===== src/rtl/decode_pipe_if.sv =====
// decode_pipe_if: fetch, write-back and D/E output bundle of decode_pipe
interface decode_pipe_if #(parameter int XLEN = 32);
  logic            in_valid, in_ready;
  logic [31:0]     instr_i;
  logic [XLEN-1:0] pc_i;
  logic            flush_i;
  logic            wb_we_i;
  logic [4:0]      wb_rd_i;
  logic [XLEN-1:0] wb_data_i;
  logic            out_valid, out_ready;
  logic [XLEN-1:0] out_pc, out_rs1_data, out_rs2_data, out_imm;
  logic [4:0]      out_rs1, out_rs2, out_rd;
  logic            out_regwrite;
  logic [1:0]      out_resultsrc;
  logic            out_memwrite, out_jump, out_branch;
  logic [3:0]      out_alucontrol;
  logic            out_alusrc, out_illegal;
  modport slave (
    input  in_valid, instr_i, pc_i, flush_i, wb_we_i, wb_rd_i, wb_data_i, out_ready,
    output in_ready, out_valid, out_pc, out_rs1_data, out_rs2_data, out_imm,
           out_rs1, out_rs2, out_rd, out_regwrite, out_resultsrc, out_memwrite,
           out_jump, out_branch, out_alucontrol, out_alusrc, out_illegal
  );
  modport master (
    output in_valid, instr_i, pc_i, flush_i, wb_we_i, wb_rd_i, wb_data_i, out_ready,
    input  in_ready, out_valid, out_pc, out_rs1_data, out_rs2_data, out_imm,
           out_rs1, out_rs2, out_rd, out_regwrite, out_resultsrc, out_memwrite,
           out_jump, out_branch, out_alucontrol, out_alusrc, out_illegal
  );
endinterface


===== src/rtl/decode_pipe.sv =====
// decode_pipe: RV32I decode stage with register file and D/E register; define DECODE_BYPASS_EN to forward write-back data into operand reads
module decode_pipe #(
  parameter int XLEN = 32,
  parameter int NREG = 32
) (
  input logic          clk,
  input logic          rst_n,
  decode_pipe_if.slave bus
);
  localparam int RW = $clog2(NREG);
  localparam logic [6:0] OP_LUI = 7'h37, OP_AUIPC = 7'h17, OP_JAL = 7'h6f, OP_JALR = 7'h67;
  localparam logic [6:0] OP_BR = 7'h63, OP_LD = 7'h03, OP_ST = 7'h23, OP_IMM = 7'h13, OP_OP = 7'h33;
  typedef struct packed {
    logic [XLEN-1:0] pc, rs1_data, rs2_data, imm;
    logic [4:0]      rs1, rs2, rd;
    logic            regwrite;
    logic [1:0]      resultsrc;
    logic            memwrite, jump, branch;
    logic [3:0]      alucontrol;
    logic            alusrc, illegal;
  } de_t;
  logic [XLEN-1:0] rf_q [NREG];
  logic [XLEN-1:0] rf_d [NREG];
  de_t de_q, de_d, dec;
  logic valid_q, valid_d, load, hazard, use_rd, use_rs1, use_rs2;
  logic [31:0] ins;
  logic [6:0] opc;
  logic [2:0] f3;
  logic [4:0] rs1, rs2, rd;
  logic [XLEN-1:0] rf1, rf2, rs1_data, rs2_data, imm_i, imm_s, imm_b, imm_j, imm_u;
  function automatic logic ok(input logic [4:0] r);
    return (NREG == 32) || !r[4];
  endfunction
  assign ins = bus.instr_i;
  assign opc = ins[6:0];
  assign f3 = ins[14:12];
  assign rd = ins[11:7];
  assign rs1 = ins[19:15];
  assign rs2 = ins[24:20];
  assign imm_i = XLEN'($signed(ins[31:20]));
  assign imm_s = XLEN'($signed({ins[31:25], ins[11:7]}));
  assign imm_b = XLEN'($signed({ins[31], ins[7], ins[30:25], ins[11:8], 1'b0}));
  assign imm_j = XLEN'($signed({ins[31], ins[19:12], ins[20], ins[30:21], 1'b0}));
  assign imm_u = XLEN'($signed({ins[31:12], 12'h000}));
  assign rf1 = ok(rs1) ? rf_q[rs1[RW-1:0]] : '0;
  assign rf2 = ok(rs2) ? rf_q[rs2[RW-1:0]] : '0;
`ifdef DECODE_BYPASS_EN
  assign rs1_data = (bus.wb_we_i && bus.wb_rd_i != 5'd0 && bus.wb_rd_i == rs1) ? bus.wb_data_i : rf1;
  assign rs2_data = (bus.wb_we_i && bus.wb_rd_i != 5'd0 && bus.wb_rd_i == rs2) ? bus.wb_data_i : rf2;
`else
  assign rs1_data = rf1;
  assign rs2_data = rf2;
`endif
  always_comb begin
    dec = '0;
    {use_rd, use_rs1, use_rs2} = 3'b000;
    dec.pc = bus.pc_i;
    dec.rs1 = rs1;
    dec.rs2 = rs2;
    dec.rd = rd;
    dec.rs1_data = rs1_data;
    dec.rs2_data = rs2_data;
    case (opc)
      OP_LUI:   begin dec.imm = imm_u; dec.regwrite = 1'b1; dec.alusrc = 1'b1; dec.alucontrol = 4'hf; use_rd = 1'b1; end
      OP_AUIPC: begin dec.imm = imm_u; dec.regwrite = 1'b1; dec.alusrc = 1'b1; use_rd = 1'b1; end
      OP_JAL:   begin dec.imm = imm_j; dec.regwrite = 1'b1; dec.resultsrc = 2'b10; dec.jump = 1'b1; use_rd = 1'b1; end
      OP_JALR:  begin
        dec.imm = imm_i; dec.regwrite = 1'b1; dec.resultsrc = 2'b10; dec.jump = 1'b1; dec.alusrc = 1'b1;
        {use_rd, use_rs1} = 2'b11;
      end
      OP_BR:    begin
        dec.imm = imm_b; dec.branch = 1'b1; {use_rs1, use_rs2} = 2'b11;
        dec.alucontrol = !f3[2] ? 4'b1000 : f3[1] ? 4'b0011 : 4'b0010;
      end
      OP_LD:    begin
        dec.imm = imm_i; dec.regwrite = 1'b1; dec.resultsrc = 2'b01; dec.alusrc = 1'b1;
        {use_rd, use_rs1} = 2'b11;
      end
      OP_ST:    begin dec.imm = imm_s; dec.memwrite = 1'b1; dec.alusrc = 1'b1; {use_rs1, use_rs2} = 2'b11; end
      OP_IMM:   begin
        dec.imm = imm_i; dec.regwrite = 1'b1; dec.alusrc = 1'b1; {use_rd, use_rs1} = 2'b11;
        dec.alucontrol = {(f3 == 3'b001 || f3 == 3'b101) && ins[30], f3};
      end
      OP_OP:    begin
        dec.regwrite = 1'b1; {use_rd, use_rs1, use_rs2} = 3'b111;
        dec.alucontrol = {(f3 == 3'b000 || f3 == 3'b101) && ins[30], f3};
      end
      default:  dec.illegal = 1'b1;
    endcase
    if ((use_rd && !ok(rd)) || (use_rs1 && !ok(rs1)) || (use_rs2 && !ok(rs2))) dec.illegal = 1'b1;
    if (dec.illegal) {dec.regwrite, dec.resultsrc, dec.memwrite, dec.jump, dec.branch, dec.alucontrol, dec.alusrc} = '0;
  end
  // a load in D/E cannot supply its result to the very next instruction
  assign hazard = valid_q && de_q.resultsrc == 2'b01 && de_q.rd != 5'd0 &&
                  ((use_rs1 && rs1 == de_q.rd) || (use_rs2 && rs2 == de_q.rd));
  assign bus.in_ready = rst_n && (bus.flush_i || ((!valid_q || bus.out_ready) && !hazard));
  always_comb begin
    load = bus.in_valid && bus.in_ready && !bus.flush_i;
    valid_d = !bus.flush_i && (load || (valid_q && !bus.out_ready));
    de_d = load ? dec : de_q;
    rf_d = rf_q;
    if (bus.wb_we_i && bus.wb_rd_i != 5'd0 && ok(bus.wb_rd_i)) rf_d[bus.wb_rd_i[RW-1:0]] = bus.wb_data_i;
  end
  always_ff @(posedge clk) begin
    if (!rst_n) begin
      valid_q <= 1'b0;
      de_q <= '0;
      rf_q <= '{default: '0};
    end else begin
      valid_q <= valid_d;
      de_q <= de_d;
      rf_q <= rf_d;
    end
  end
  assign bus.out_valid = valid_q;
  assign bus.out_pc = de_q.pc;
  assign bus.out_rs1_data = de_q.rs1_data;
  assign bus.out_rs2_data = de_q.rs2_data;
  assign bus.out_imm = de_q.imm;
  assign bus.out_rs1 = de_q.rs1;
  assign bus.out_rs2 = de_q.rs2;
  assign bus.out_rd = de_q.rd;
  assign bus.out_regwrite = de_q.regwrite;
  assign bus.out_resultsrc = de_q.resultsrc;
  assign bus.out_memwrite = de_q.memwrite;
  assign bus.out_jump = de_q.jump;
  assign bus.out_branch = de_q.branch;
  assign bus.out_alucontrol = de_q.alucontrol;
  assign bus.out_alusrc = de_q.alusrc;
  assign bus.out_illegal = de_q.illegal;
endmodule


===== src/flat_wrapper.sv =====
// flat-port wrapper written by rule: the top's interface ports become plain ports
module decode_pipe_flat 
#(
  parameter int XLEN = 32,
  parameter int NREG = 32
)
  (clk, rst_n, bus_in_valid, bus_instr_i, bus_pc_i, bus_flush_i, bus_wb_we_i, bus_wb_rd_i, bus_wb_data_i, bus_out_ready, bus_in_ready, bus_out_valid, bus_out_pc, bus_out_rs1_data, bus_out_rs2_data, bus_out_imm, bus_out_rs1, bus_out_rs2, bus_out_rd, bus_out_regwrite, bus_out_resultsrc, bus_out_memwrite, bus_out_jump, bus_out_branch, bus_out_alucontrol, bus_out_alusrc, bus_out_illegal);
  decode_pipe_if #(.XLEN(XLEN)) bus_i ();
  input logic clk;
  input logic rst_n;
  input wire logic [$bits(bus_i.in_valid)-1:0] bus_in_valid;
  input wire logic [$bits(bus_i.instr_i)-1:0] bus_instr_i;
  input wire logic [$bits(bus_i.pc_i)-1:0] bus_pc_i;
  input wire logic [$bits(bus_i.flush_i)-1:0] bus_flush_i;
  input wire logic [$bits(bus_i.wb_we_i)-1:0] bus_wb_we_i;
  input wire logic [$bits(bus_i.wb_rd_i)-1:0] bus_wb_rd_i;
  input wire logic [$bits(bus_i.wb_data_i)-1:0] bus_wb_data_i;
  input wire logic [$bits(bus_i.out_ready)-1:0] bus_out_ready;
  output wire logic [$bits(bus_i.in_ready)-1:0] bus_in_ready;
  output wire logic [$bits(bus_i.out_valid)-1:0] bus_out_valid;
  output wire logic [$bits(bus_i.out_pc)-1:0] bus_out_pc;
  output wire logic [$bits(bus_i.out_rs1_data)-1:0] bus_out_rs1_data;
  output wire logic [$bits(bus_i.out_rs2_data)-1:0] bus_out_rs2_data;
  output wire logic [$bits(bus_i.out_imm)-1:0] bus_out_imm;
  output wire logic [$bits(bus_i.out_rs1)-1:0] bus_out_rs1;
  output wire logic [$bits(bus_i.out_rs2)-1:0] bus_out_rs2;
  output wire logic [$bits(bus_i.out_rd)-1:0] bus_out_rd;
  output wire logic [$bits(bus_i.out_regwrite)-1:0] bus_out_regwrite;
  output wire logic [$bits(bus_i.out_resultsrc)-1:0] bus_out_resultsrc;
  output wire logic [$bits(bus_i.out_memwrite)-1:0] bus_out_memwrite;
  output wire logic [$bits(bus_i.out_jump)-1:0] bus_out_jump;
  output wire logic [$bits(bus_i.out_branch)-1:0] bus_out_branch;
  output wire logic [$bits(bus_i.out_alucontrol)-1:0] bus_out_alucontrol;
  output wire logic [$bits(bus_i.out_alusrc)-1:0] bus_out_alusrc;
  output wire logic [$bits(bus_i.out_illegal)-1:0] bus_out_illegal;
  assign bus_i.in_valid = bus_in_valid;
  assign bus_i.instr_i = bus_instr_i;
  assign bus_i.pc_i = bus_pc_i;
  assign bus_i.flush_i = bus_flush_i;
  assign bus_i.wb_we_i = bus_wb_we_i;
  assign bus_i.wb_rd_i = bus_wb_rd_i;
  assign bus_i.wb_data_i = bus_wb_data_i;
  assign bus_i.out_ready = bus_out_ready;
  assign bus_in_ready = bus_i.in_ready;
  assign bus_out_valid = bus_i.out_valid;
  assign bus_out_pc = bus_i.out_pc;
  assign bus_out_rs1_data = bus_i.out_rs1_data;
  assign bus_out_rs2_data = bus_i.out_rs2_data;
  assign bus_out_imm = bus_i.out_imm;
  assign bus_out_rs1 = bus_i.out_rs1;
  assign bus_out_rs2 = bus_i.out_rs2;
  assign bus_out_rd = bus_i.out_rd;
  assign bus_out_regwrite = bus_i.out_regwrite;
  assign bus_out_resultsrc = bus_i.out_resultsrc;
  assign bus_out_memwrite = bus_i.out_memwrite;
  assign bus_out_jump = bus_i.out_jump;
  assign bus_out_branch = bus_i.out_branch;
  assign bus_out_alucontrol = bus_i.out_alucontrol;
  assign bus_out_alusrc = bus_i.out_alusrc;
  assign bus_out_illegal = bus_i.out_illegal;
  decode_pipe #(.XLEN(XLEN), .NREG(NREG)) u_core (.clk(clk), .rst_n(rst_n), .bus(bus_i));
endmodule

===== config.mk =====
export PLATFORM = sky130hd
export DESIGN_NAME = decode_pipe_flat
export DESIGN_NICKNAME = d
export VERILOG_FILES = /design/src/rtl/decode_pipe_if.sv /design/src/rtl/decode_pipe.sv /design/src/flat_wrapper.sv
export SDC_FILE = /design/constraint.sdc
export NUM_CORES = 2
export LEC_CHECK = 0
export BUFFER_PORTS_ARGS = -buffer_cell sky130_fd_sc_hd__buf_2
export CAP_MARGIN = 20
export CORE_ASPECT_RATIO = 1.1
export CORE_UTILIZATION = 35
export CTS_CLUSTER_SIZE = 16
export DETAILED_ROUTE_END_ITERATION = 10
export PLACE_DENSITY = 0.58
export SYNTH_ARGS = -nofsm -noshare
export SYNTH_HDL_FRONTEND = slang
export SYNTH_SLANG_ARGS = --single-unit
export TNS_END_PERCENT = 5

===== constraint.sdc =====
create_clock -name clk -period 3.44 [get_ports clk]
set_clock_uncertainty 0.05 [all_clocks]
set_input_delay 0.172 -clock clk [delete_from_list [all_inputs] [get_ports clk]]
set_output_delay 0.172 -clock clk [all_outputs]
set_load 0.005 [all_outputs]

== Word level (Yosys, flattened, before mapping) ==
Index checks and enable logic that the tools add are counted.

* Flip-flop bits (word level): 1180
* Input port bits: 107
* Output and inout bits: 157
* Word-level logic and storage cells: 128

* Magnitude comparators: 4
* Eq/ne operators: 14
* Muxes and demuxes: 23
* Bitwise gates (word level): 3
* Reduce and logical (&&, ||, !) cells: 36

{| class="wikitable"
|+ Operators with widths
! cell !! count
|-
| $bwmux W1024 || 1
|-
| $bmux W32 S5 || 2
|-
| $demux W32 S5 || 1
|-
| $mux W32 || 5
|-
| $pmux W32 S5 || 1
|-
| $eq A7 B6 Y1 const B || 3
|-
| $eq A7 B7 Y1 const B || 3
|-
| $ge A6 B6 Y1 const B || 3
|-
| $not A5 Y6 || 3
|-
| $pmux W4 S4 || 1
|-
| $logic_and A1 B1 Y1 || 15
|-
| $eq A7 B5 Y1 const B || 2
|-
| $reduce_or A6 Y1 || 2
|-
| $mux W11 || 1
|-
| $eq A5 B5 Y1 || 2
|-
| $reduce_bool A5 Y1 || 2
|-
| $mux W1 || 9
|-
| $reduce_or A9 Y1 || 1
|-
| $eq A7 B2 Y1 const B || 1
|-
| $reduce_or A7 Y1 || 1
|-
| $logic_or A1 B1 Y1 || 6
|-
| $lt A6 B1 Y1 const B || 1
|-
| $reduce_or A3 Y1 || 2
|-
| $logic_not A1 Y1 || 4
|-
| 7 further kinds || 8
|}

== Depth between registers and ports, before layout ==
* Depth in word-level cells: 14
* Mapped depth: 10
* Depth with buffers taken out: 7

== Worst setup path after synthesis ==
Ideal clock, no wire load.

* Kind: input -> register
* From: in bus_instr_i[20]
* To: reg u_core.de_q (netlist bit u_core.bus.out_rs2_data[15])
* Library setup time: 0.133 ns
* Arrival: 1.838 ns
* Data required time: 3.257 ns
* Slack: 1.419 ns
* Stages: 9
* Buffers on the path: 4
* Cells stage by stage: buf_4 > buf_6 > buf_4 > buf_2 > mux4_2 > a22oi_1 > a21oi_1 > a21oi_1 > a21oi_1

* Word-level cells in the longest chain between the ends: 10
* Elaborated cells between the ends (all ways): 14
* Classes of those cells: eq/ne: 1; mux: 3; bitwise: 1; reduce/logical: 9

{| class="wikitable"
|+ Ends and longest elaborated chain
! element !! RTL line !! source
|-
| start: declaration || flat_wrapper.sv:12 || <nowiki>input wire logic [$bits(bus_i.instr_i)-1:0] bus_instr_i;</nowiki>
|-
| branches (longest 10 deep; another with $bmux W32 S5) || - ||
|-
| end signal: assignment || decode_pipe.sv:107 || <nowiki>de_q <= '0;</nowiki>
|-
| end signal: assignment || decode_pipe.sv:111 || <nowiki>de_q <= de_d;</nowiki>
|-
| end: declaration || decode_pipe.sv:24 || <nowiki>de_t de_q, de_d, dec;</nowiki>
|}

Parallel ways; which one is timed is not known. The select of a mux whose other input is x is not followed.
A chain may end at the register's enable or synchronous reset.

== Final worst setup path ==
* From: reg u_core.de_q (netlist bit u_core.bus.out_rd[1])
* To: reg u_core.de_q (netlist bit u_core.bus.out_alucontrol[3])

* Word-level cells in the longest chain between the ends: 10
* Elaborated cells between the ends (all ways): 14
* Classes of those cells: eq/ne: 2; reduce/logical: 12

{| class="wikitable"
|+ Ends and longest elaborated chain
! element !! RTL line !! source
|-
| $eq A5 B5 Y1 || decode_pipe.sv:95 || <nowiki>((use_rs1 && rs1 == de_q.rd) || (use_rs2 && rs2 == de_q.rd));</nowiki>
|-
| $logic_and A1 B1 Y1 || decode_pipe.sv:95 ||
|-
| $logic_or A1 B1 Y1 || decode_pipe.sv:95 ||
|-
| $logic_and A1 B1 Y1 (*) || decode_pipe.sv:94 || <nowiki>assign hazard = valid_q && de_q.resultsrc == 2'b01 && de_q.rd != 5'd0 &&</nowiki>
|-
| $logic_not A1 Y1 (*) || decode_pipe.sv:96 || <nowiki>assign bus.in_ready = rst_n && (bus.flush_i || ((!valid_q || bus.out_ready) && !hazard));</nowiki>
|-
| $logic_and A1 B1 Y1 (*) || decode_pipe.sv:96 ||
|-
| $logic_or A1 B1 Y1 (*) || decode_pipe.sv:96 ||
|-
| $logic_and A1 B1 Y1 (*) || decode_pipe.sv:96 ||
|-
| $logic_and A1 B1 Y1 (*) (2 in series) || decode_pipe.sv:98 || <nowiki>load = bus.in_valid && bus.in_ready && !bus.flush_i;</nowiki>
|}

Every way passes the cells marked *; elsewhere a longest branch is shown, timed or not.

==> parameters.txt <==
Parameter                              Value

Final layout
  Ratio of cells with drive above 1 in the final layout    0.207
  Number of fill cells in the layout    15560
  Net count reported at finish    6399
  Layout Area Growth over Synthesis    16.1%

Flow run
  MaxCap Viol Count    0

Pwr
  Part of the total power dissipated in sequential elements    0.463
  Power share of the combinational group    0.083
  Switching part of the total power    0.255
  Leakage power total    21.9 nW
  Switching power total    7.70 mW
  Internal Dissipation    22.4 mW
  IR Drop Worst-Case VDD    approximately 430 uV
  Portion of total power attributed to the clock network    0.454
  Power per cell area    459 nW/um^2

Logic synthesis
  Post-Synth Simple-Gate Area    0.165
  Cells taking the most area after synthesis    sky130_fd_sc_hd__dfxtp_1, sky130_fd_sc_hd__mux4_2, sky130_fd_sc_hd__nand2_1, sky130_fd_sc_hd__a21oi_1, sky130_fd_sc_hd__clkbuf_1
  Leading post-synthesis cells by instance count    sky130_fd_sc_hd__nand2_1, sky130_fd_sc_hd__dfxtp_1, sky130_fd_sc_hd__a21oi_1
  Cells after synthesis    6227
  Warnings from Yosys    0
  Synthesized netlist net count    6334
  Post-synth top area cell    sky130_fd_sc_hd__dfxtp_1
  Library cell with the highest instance count after synthesis    sky130_fd_sc_hd__nand2_1
  Area share of the leading cell type in the synthesized netlist    0.417
  Post-synthesis share of cell area spent on full adders, half adders and majority gates    0
  Multiplexer share of the synthesized area    0.246
  Sequential area share after synthesis    0.417
  Share of the synthesized netlist area taken by xor and xnor gates    0.00155
  Ys async rst share    0
  Synthesized area    about 57000 sq um
  Synthesized area per cell    ~9 sq um
  Largest family of logic cells by synthesized area    multiplexers
  Netlist cell types    50
  Synthesized flop and latch total    1180
  Most common flop cell mapped by yosys    sky130_fd_sc_hd__dfxtp_1
  Number of enable-type register cells in the synthesized netlist    0
  Compound-Gate Fraction of Synth Area    0.124

STA
  Final Setup Violations    0
  Smallest setup slack after layout    0.457 ns
  Achievable Freq    between 300 and 400 MHz
  RSZ-0062 raised after global routing    no
  Number of pins exceeding their max-slew limit in the final report    0
  Final Critical Period    2.98 ns
  Final Hold Vio Count    0
  Measured slew at the worst slew-check pin    0.951 ns
  Setup_tns    0 ns
  Tcrit/Tclk final    0.867
  Normalized max-slew margin    0.366

Worst setup path
  Worst r2r src    u_core.bus.out_rd[1]
  Data arrival, critical path    3.64 ns
  Critical path required time    4.10 ns
  Crit Path Class    flip-flop to flip-flop
  Critical Path Start Type    flip-flop
  Worst setup EP type    flip-flop
  Crit path max fanout    55
  Worst Setup SP    u_core.bus.out_rd[1]

Routing
  DRT iter0 DRCs    6153
  Via/cell ratio    5.89
  DRC viols    0
  Detailed Route WL    230000 um
  First drt pass iteration count    6
  Mean routed wirelength per cell    ~27 um
  DR vias    50097
  Post-route ant nets    0

Floorplan
  Width of the die    385 um
  Count of standard-cell rows    154
  Area of the core region    160000 sq um
  Area enclosed by the die boundary    163000 sq um
  Num ports    approximately 260
  Die Y-Extent    424 um
  Starting density of the core    0.353

GRT
  All-layer global routing usage    0.274
  Global-route wire length before repair    around 330000 um
  Vias in the first global route    47412
  Antenna violations before repair    20
  Maximum number of pins on one net before global-route repair    around 160
  Aggregate global routing overflow    0

Place
  Setup Slack @ Placement    roughly 0.65 ns
  Placer Congestion    0.879
  Dpl hpwl    137000 um
  Number of buffers added on ports    263

Clock tree
  Clock tree sinks    ~1200
  Clock input transition at the sequential cells of the worst setup and hold paths    roughly 0.060 ns
  Clock buffers created by TritonCTS    118
  Number of buffers added to fix hold violations after cts    104
  H-tree Lvls    3
  Clock tree from TritonCTS    yes
  CTS Root Buffer Type    sky130_fd_sc_hd__clkbuf_16
  Worst skew pair latency    0.77 ns
  Maximum clock path buffer count    3
  Setup fix buffers added after clock tree synthesis    0
  Number of resized instances in the post-cts repair step    0

Min path
  Hold_sp    rst_n
  Hold Path Class    input port to flip-flop

Outcome
  Run status    finished clean
==> logic make-up after synthesis <==
logic type | Yosys count
AND/OR/NAND/NOR | 2401
AO/OA/AOI/OAI | 1339
flip-flops | 1180
buffers and inverters | 634
multiplexers | 663
XOR/XNOR | 10
==> layout by cell type (no fill, tap or decap), types with 17 or more instances in the layout <==
cell / count
sky130_fd_sc_hd__and2_1: 38
sky130_fd_sc_hd__nor2_4: 18
sky130_fd_sc_hd__nand2_1: 2115
sky130_fd_sc_hd__buf_2: 254
sky130_fd_sc_hd__nand3_1: 65
sky130_fd_sc_hd__clkinv_2: 17
sky130_fd_sc_hd__buf_4: 148
sky130_fd_sc_hd__nor2_1: 54
sky130_fd_sc_hd__mux4_2: 581
sky130_fd_sc_hd__nand2_2: 31
sky130_fd_sc_hd__a211oi_1: 26
sky130_fd_sc_hd__a22oi_1: 32
sky130_fd_sc_hd__nor3_1: 31
sky130_fd_sc_hd__clkbuf_8: 30
sky130_fd_sc_hd__o21ai_0: 73
sky130_fd_sc_hd__dfxtp_1: 1180
sky130_fd_sc_hd__clkbuf_1: 22
sky130_fd_sc_hd__buf_12: 58
sky130_fd_sc_hd__a21oi_1: 1139
sky130_fd_sc_hd__mux2i_1: 82
sky130_fd_sc_hd__dlygate4sd3_1: 104
sky130_fd_sc_hd__o22ai_1: 38
sky130_fd_sc_hd__clkbuf_16: 121
==> sequential cells by signal (all words and copies together) (netlist names) <==
| signal | flops |
|---|---|
| u_core.bus.out_alucontrol | 4 |
| u_core.bus.out_alusrc | 1 |
| u_core.bus.out_branch | 1 |
| u_core.bus.out_illegal | 1 |
| u_core.bus.out_imm | 32 |
| u_core.bus.out_jump | 1 |
| u_core.bus.out_memwrite | 1 |
| u_core.bus.out_pc | 32 |
| u_core.bus.out_rd | 5 |
| u_core.bus.out_regwrite | 1 |
| u_core.bus.out_resultsrc | 2 |
| u_core.bus.out_rs1 | 5 |
| u_core.bus.out_rs1_data | 32 |
| u_core.bus.out_rs2 | 5 |
| u_core.bus.out_rs2_data | 32 |
| u_core.bus.out_valid | 1 |
| u_core.rf_q | 1024 |
==> power groups by stage <==
stage | logic (mW) | registers, mW | clock network [mW]
2_1_floorplan | 1.41 | 14.2 | 0
3_3_place_gp | 2.35 | 14.3 | 0
3_5_place_dp | 2.35 | 14.3 | 0
4_1_cts | 2.45 | 14.0 | 13.8
5_1_grt | 2.60 | 14.0 | 14.3
6_report | 2.49 | 14.0 | 13.7
==> final cells by class <==
class | instances | area (sq um) | share of cell area
Multi-Input combinational cell | 4413 | 30600 | 0.466
Sequential cell | 1180 | 23600 | 0.359
Timing Repair Buffer | 572 | 4690 | 0.0714
Clock buffer | 173 | 3520 | 0.0536
Tap cell | 2106 | 2640 | 0.0401
Clock inverter | 43 | 542 | 0.00824
Inverter | 7 | 33.8 | 0.000514
Antenna cell | 8 | 20.0 | 0.000305
==> critical path, stage by stage, from the launching register on <==
cell	delay, ns
sky130_fd_sc_hd__dfxtp_1	0.47
sky130_fd_sc_hd__xor2_1	0.19
sky130_fd_sc_hd__nor3_1	0.08
sky130_fd_sc_hd__a21oi_1	0.40
sky130_fd_sc_hd__o21a_4	0.49
sky130_fd_sc_hd__buf_12	0.32
sky130_fd_sc_hd__nor2_1	0.07
sky130_fd_sc_hd__a311oi_1	0.25
sky130_fd_sc_hd__dlygate4sd3_1	0.59
==> through the flow <==
stage | cell area (sq um) | util | power, mW | hold slack (ns) | cells
floorplan | 56600 | - | 15.6 | 0.221 | 6227
global placement | 60600 | 0.378 | 16.6 | 0.313 | 8173
detailed placement | 60600 | 0.378 | 16.6 | 0.311 | 8174
CTS | 65700 | 0.410 | 30.2 | 0.00737 | 8494
global route | 65700 | 0.410 | 30.9 | 0.0787 | 8497
finish | 65700 | 0.410 | 30.1 | 0.0385 | 8502
==> worst paths after layout <==
check,depth (start not counted),slack (ns),endpoint
max,8,0.46,u_core.bus.out_alucontrol[3]
min,4,0.04,u_core.bus.out_imm[8]
max reg2reg,8,0.46,u_core.bus.out_alucontrol[3]
min reg2reg,2,0.40,u_core.bus.out_memwrite
==> layer usage <==
layer	GRT usage	vias up	part of all wire
met5	0	-	0.00043
met1	0.353	24541	0.38
li1	-	21883	-
met3	0.0630	636	0.11
met2	0.428	3021	0.45
met4	0.141	16	0.054
No activity file was read; power rests on OpenSTA's default activity.
